[config.mk]
export PLATFORM = sky130hd
export DESIGN_NAME = rr_arbiter
export DESIGN_NICKNAME = d
export VERILOG_FILES = /design/src/rtl/rr_arbiter_pkg.sv /design/src/rtl/rr_arbiter_tree.sv /design/src/rtl/rr_arbiter.sv
export SDC_FILE = /design/constraint.sdc
export NUM_CORES = 1
export LEC_CHECK = 0
export ABC_AREA = 1
export BUFFER_PORTS_ARGS = -buffer_cell sky130_fd_sc_hd__buf_4
export CORE_MARGIN = 2
export CORE_UTILIZATION = 48
export CTS_BUF_LIST = sky130_fd_sc_hd__clkbuf_2
export CTS_CLUSTER_DIAMETER = 80
export DETAILED_ROUTE_END_ITERATION = 6
export GPL_TIMING_DRIVEN = 0
export HOLD_SLACK_MARGIN = 0.08
export PLACE_DENSITY = 0.77
export SYNTH_ARGS = -nofsm -noshare
export SYNTH_HDL_FRONTEND = slang
export SYNTH_SLANG_ARGS = --single-unit
[constraint.sdc]
create_clock -name clk_i -period 2 [get_ports clk_i]
set_input_delay 0.1 -clock clk_i [delete_from_list [all_inputs] [get_ports clk_i]]
set_output_delay 0.1 -clock clk_i [all_outputs]
set_load 0.05 [all_outputs]
[src/rtl/rr_arbiter_pkg.sv]
// Shared definitions for the registered round-robin / fixed-priority arbiter.
//   arb_state_e : grant-offer state (IDLE = nothing offered, OFFER = grant valid)
//   arb_idx_w   : index width for a given requester count
package rr_arbiter_pkg;

  typedef enum logic {
    ARB_IDLE  = 1'b0,
    ARB_OFFER = 1'b1
  } arb_state_e;

  function automatic int arb_idx_w(input int width);
    return (width > 1) ? $clog2(width) : 1;
  endfunction

endpackage

[src/rtl/rr_arbiter_tree.sv]
// Fixed-priority tree arbiter: returns the highest set index of req.
// Built as a balanced binary tree of compare nodes, so the depth grows with
// log2(WIDTH) rather than WIDTH.
// Ports:
//   req   in  WIDTH          request vector
//   found out 1              at least one bit of req is set
//   idx   out $clog2(WIDTH)  highest set index (0 when found=0)
module rr_arbiter_tree
  import rr_arbiter_pkg::*;
#(
  parameter int WIDTH = 64
) (
  input  logic [WIDTH-1:0]         req,
  output logic                     found,
  output logic [$clog2(WIDTH)-1:0] idx
);

  localparam int IDX_W = arb_idx_w(WIDTH);

  // Level 0 holds the leaves; level l holds WIDTH>>l nodes. In each node the
  // odd (upper) child carries the higher indices, so it wins when valid.
  for (genvar l = 0; l <= IDX_W; l++) begin : lvl_g
    localparam int N = WIDTH >> l;
    logic [N-1:0]     node_vld;
    logic [IDX_W-1:0] node_idx [N];

    if (l == 0) begin : leaf_g
      for (genvar i = 0; i < N; i++) begin : n_g
        assign node_vld[i] = req[i];
        assign node_idx[i] = IDX_W'(i);
      end
    end else begin : node_g
      for (genvar i = 0; i < N; i++) begin : n_g
        assign node_vld[i] = lvl_g[l-1].node_vld[2*i] | lvl_g[l-1].node_vld[2*i+1];
        assign node_idx[i] = lvl_g[l-1].node_vld[2*i+1] ? lvl_g[l-1].node_idx[2*i+1]
                                                        : lvl_g[l-1].node_idx[2*i];
      end
    end
  end

  assign found = lvl_g[IDX_W].node_vld[0];
  assign idx   = lvl_g[IDX_W].node_idx[0];

endmodule

[src/rtl/rr_arbiter.sv]
// Registered N-way arbiter with a valid/ready grant handshake.
// Rotating (round-robin) or fixed (highest index wins) priority, grant locking
// for multi-beat transfers, and a grant that never changes while it is being
// offered and not yet accepted.
// Ports:
//   clk_i          in   1       clock
//   rst_i          in   1       synchronous reset, active-high
//   request_i      in   WIDTH   per-requester level-sensitive request
//   lock_i         in   1       at handshake: keep the same requester next
//   grant_ready_i  in   1       consumer accepts the offered grant
//   grant_valid_o  out  1       grant_o is valid
//   grant_o        out  WIDTH (one-hot) or $clog2(WIDTH) (index)
//   locked_o       out  1       the offered grant was issued under lock
module rr_arbiter
  import rr_arbiter_pkg::*;
#(
  parameter int WIDTH        = 64,
  parameter int ONE_HOT_CODE = 1,
  parameter int ROUND_ROBIN  = 1
) (
  input  logic                 clk_i,
  input  logic                 rst_i,
  input  logic [WIDTH-1:0]     request_i,
  input  logic                 lock_i,
  input  logic                 grant_ready_i,
  output logic                 grant_valid_o,
  output logic [((ONE_HOT_CODE != 0) ? WIDTH : $clog2(WIDTH))-1:0] grant_o,
  output logic                 locked_o
);

  localparam int IDX_W = arb_idx_w(WIDTH);

  arb_state_e       state_q, state_d;
  logic [IDX_W-1:0] ptr_q, ptr_d;
  logic [IDX_W-1:0] grant_idx_q, grant_idx_d;
  logic             locked_q, locked_d;

  logic             hs;
  logic             lock_hold;
  logic [WIDTH-1:0] prio_mask;
  logic [WIDTH-1:0] masked_req;
  logic             masked_any, full_any;
  logic [IDX_W-1:0] masked_idx, full_idx, winner_idx;

  assign hs = (state_q == ARB_OFFER) && grant_ready_i;

  // The pointer update is computed ahead of arbitration so a back-to-back
  // grant at handshake already sees the granted requester demoted.
  always_comb begin
    ptr_d = ptr_q;
    if (hs && (ROUND_ROBIN != 0) && !lock_i) begin
      ptr_d = grant_idx_q;
    end
  end

  // Requesters below the pointer have priority over the rest; ptr=0 yields an
  // empty mask and therefore plain fixed priority.
  always_comb begin
    prio_mask = '0;
    if (ROUND_ROBIN != 0) begin
      for (int i = 0; i < WIDTH; i++) begin
        prio_mask[i] = (i < int'(ptr_d));
      end
    end
  end

  assign masked_req = request_i & prio_mask;

  rr_arbiter_tree #(
    .WIDTH (WIDTH)
  ) u_masked_tree (
    .req   (masked_req),
    .found (masked_any),
    .idx   (masked_idx)
  );

  rr_arbiter_tree #(
    .WIDTH (WIDTH)
  ) u_full_tree (
    .req   (request_i),
    .found (full_any),
    .idx   (full_idx)
  );

  assign winner_idx = masked_any ? masked_idx : full_idx;

  // A lock only holds while the locked requester still asks; otherwise it is
  // released and normal arbitration takes over.
  assign lock_hold = lock_i && request_i[grant_idx_q];

  always_comb begin
    state_d     = state_q;
    grant_idx_d = grant_idx_q;
    locked_d    = locked_q;
    unique case (state_q)
      ARB_IDLE: begin
        if (full_any) begin
          grant_idx_d = winner_idx;
          locked_d    = 1'b0;
          state_d     = ARB_OFFER;
        end
      end
      ARB_OFFER: begin
        if (hs) begin
          if (lock_hold) begin
            locked_d = 1'b1;
          end else if (full_any) begin
            grant_idx_d = winner_idx;
            locked_d    = 1'b0;
          end else begin
            locked_d = 1'b0;
            state_d  = ARB_IDLE;
          end
        end
      end
      default: begin
        state_d  = ARB_IDLE;
        locked_d = 1'b0;
      end
    endcase
  end

  // ---- registered grant stage ----
  always_ff @(posedge clk_i) begin
    if (rst_i) begin
      state_q     <= ARB_IDLE;
      ptr_q       <= '0;
      grant_idx_q <= '0;
      locked_q    <= 1'b0;
    end else begin
      state_q     <= state_d;
      ptr_q       <= ptr_d;
      grant_idx_q <= grant_idx_d;
      locked_q    <= locked_d;
    end
  end

  assign grant_valid_o = (state_q == ARB_OFFER);
  assign locked_o      = locked_q;

  // One-hot output is forced to zero when nothing is offered; the index
  // output simply shows the last granted index.
  if (ONE_HOT_CODE != 0) begin : oh_g
    always_comb begin
      grant_o = '0;
      if (state_q == ARB_OFFER) begin
        grant_o[grant_idx_q] = 1'b1;
      end
    end
  end else begin : idx_g
    assign grant_o = grant_idx_q;
  end

endmodule

==> flow_metrics.tcl <==
set metrics [dict create \
    status "finished, violations left" \
    failed_checks "design-rule violations, negative setup slack" \
    yosys_warnings 0 \
    drt_iter0_drc 948 \
    syn_area_sq_mm 0.00404 \
    path_clk_slew_ps 140 \
    power.density_mw_per_mm2 546 \
    synthCells 850 \
    cts_buffer_depth 2 \
    nets 1106 \
    skew_ps 6.13 \
    overflow 0 \
    synth_cell_types 36 \
    hold_viol_final 0 \
    post-route-min-period_ps 2600 \
    worstPathRequired_ps 2210 \
    drv_slew 0 \
    vdd_drop_max_mv 0.324 \
    grt_use_total_pct 42.6 \
    rsz0062_at_grt "yes" \
    die_h_um 95.7 \
    wl_um 20800 \
    io_pins 134 \
    vias 6858 \
    htree_num_levels 1 \
    startpoint_type "register" \
    crit_path_end_kind "register" \
    final_antenna_net_count 0 \
    worstSetupPathType "register to register" \
    place.gp.congestion 1.10 \
    cap_violations 0 \
    tritoncts "yes" \
    routed_via_density 6.01 \
    drive_above_1_share_pct 31.8 \
    intPower_w 0.00135 \
    setup_ws_ps -601 \
    fin_area_sq_mm 0.00623 \
    routedWlPerCell_um 18.2 \
    layout_commonest_cell "nand2_1" \
    leakagePower_nw 3.24 \
    grt_max_degree 11 \
    relSlewSlack_pct 62.3 \
    finalCritPeriodShare_pct 130 \
    worstSkewPairLatency_ps 300 \
    grt_pass1_wl_um 30200 \
    cts-root-buf "clkbuf_2" \
    cp.arrival_ps 2820 \
    n_antenna_cell 0 \
    firstDrtPassIters 7 \
    initial_core_util_pct 49.4 \
    synthesis.nets 918 \
    p_sw_w 0.00206 \
    grt_pass1_vias 6216 \
    worst_pin_slew_ps 566 \
    post-dp-hpwl_um 14400 \
    final_core_util_pct 76.3 \
    port_buffers 132 \
    die-area_sq_mm 0.00916 \
    core_sq_mm 0.00818 \
    rows 33 \
    finalSetupViolCount 8 \
    ys_ff_latch 14 \
    place_area_sq_mm 0.00525 \
    cts_made_buffers 3 \
    swShare_pct 60.5 \
    cp_max_fo 7 \
    p_clk_share_pct 4.5 \
    route.detailed.drc 4 \
    fmax_mhz 384 \
    seq_power_share_pct 11.5 \
    area_growth_pct 54.5 \
    power_frac_comb_pct 84.0 \
    cts_sinks 14 \
    final_cell_mix "237 x nand2_1, 181 x buf_4, 151 x nor2_1" \
    yosysSeqAreaShare_pct 6.95 \
    antenna_found_initial 0 \
    hp-class "input port to register" \
    syn_area_per_cell_sq_um 4.75 \
    ff2ff_setup_slack_ps -600 \
    die_x_um 95.7 \
]
-- per-layer routing --
layer	GRT usage, %	routed length, um	vias up
met5	0	0	-
met4	27.9	1430	0
met3	7.75	2670	143
met2	66.6	9060	534
met1	53.3	7670	3069
li1	-	-	3112
-- final timing paths --
kind,cells after the start,to,from
worst max-delay path,20,grant_idx_q[0]$_SDFFE_PP0P_,grant_valid_o$_SDFF_PP0_
worst max register to register,20,grant_idx_q[0]$_SDFFE_PP0P_,grant_valid_o$_SDFF_PP0_
worst min register to register,2,locked_o$_SDFFE_PP0P_,locked_o$_SDFFE_PP0P_
worst min-delay path,3,locked_o$_SDFFE_PP0P_,lock_i
-- layout make-up --
type | instances | area [sq um]
fill | 670 | 1940
inverter | 103 | 400
clock buffer | 4 | 20.0
sequential | 14 | 289
timing repair buffer | 186 | 1480
buffer | 19 | 205
multi-input combinational | 711 | 3710
tap | 105 | 131
-- cells in the mapped netlist --
cell	count	area (sq um)
nand2_1	265	995
nor2_1	174	653
inv_1	98	368
nand3_1	61	305
a21oi_1	54	270
o21ai_0	51	255
nand4_1	18	113
dfxtp_1	14	280
nand2_2	14	87.6
o22ai_1	14	87.6
nor2_2	11	68.8
nor3_1	10	50.1
clkbuf_1	9	33.8
nand2_4	9	101
buf_4	6	45.0
nor2_4	5	56.3
o211ai_1	5	37.5
buf_1	3	11.3
buf_2	3	15.0
inv_2	3	11.3
o21a_1	3	22.5
o221ai_1	3	26.3
a21o_1	2	15.0
clkinv_1	2	7.51
or2_2	2	12.5
a211oi_1	1	7.51
a21boi_0	1	7.51
a21oi_2	1	8.76
and3_1	1	6.26
buf_6	1	11.3
nand3_2	1	10.0
nand3_4	1	17.5
nor2_8	1	20.0
nor4_1	1	6.26
o21ai_1	1	5.00
or2_0	1	6.26
-- registers in the layout (all words and copies together), names as in the netlist --
register / count
locked_o: 1
ptr_q: 6
grant_idx_q: 6
grant_valid_o: 1
-- cells by family after synthesis --
kind of cell / synth area share [%]
simple gates: 62.2
compound gates: 18.4
buf+inv: 12.5
flops: 6.95
-- worst max-delay path, cell delays in order, from the launching register on --
cell and delay, ps:
dfxtp_4 450, nand2_4 70, nor2_4 120, buf_12 130, nand2_2 80, nand2_8 150, nand2_2 130, nor2_2 180
nand2_1 120, nand2_1 130, nand2_1 110, nor2_2 150, nand2_2 110, nor2_4 160, nand3_1 80, nand2_1 60
inv_1 40, nand2_1 50, nand3_1 60, nand2_1 70, inv_1 40
-- power groups by stage --
stage / logic (W) / registers (W) / clock network, W
after global placement: 0.00215 / 0.000355 / 0
after floorplan: 0.00143 / 0.000355 / 0
after detailed placement: 0.00218 / 0.000358 / 0
after global routing: 0.00301 / 0.000393 / 0.000168
after CTS: 0.00255 / 0.000382 / 0.000152
final: 0.00286 / 0.000391 / 0.000153
-- stage by stage --
stage          total power, W  TNS [ps]  instances  setup WS [ps]  hold slack [ps]
2_1_floorplan         0.00179     -1370        850           -283              263
3_3_place_gp          0.00250    -17800       1087          -1080              418
3_5_place_dp          0.00253    -18540       1087          -1160              434
4_1_cts               0.00308     -2430       1135           -407             93.2
5_1_grt               0.00357     -4820       1142           -721              102
6_report              0.00341     -3650       1142           -601              123
-- what timing repair did --
item	CTS	global route
cloned	0	1
pin swaps	40	19
gates resized for setup	101	48
setup buffers	47	6
hold buffers	0	0
setup endpoints to repair	72	72
Note: power is estimated with default switching activity, not from simulation.
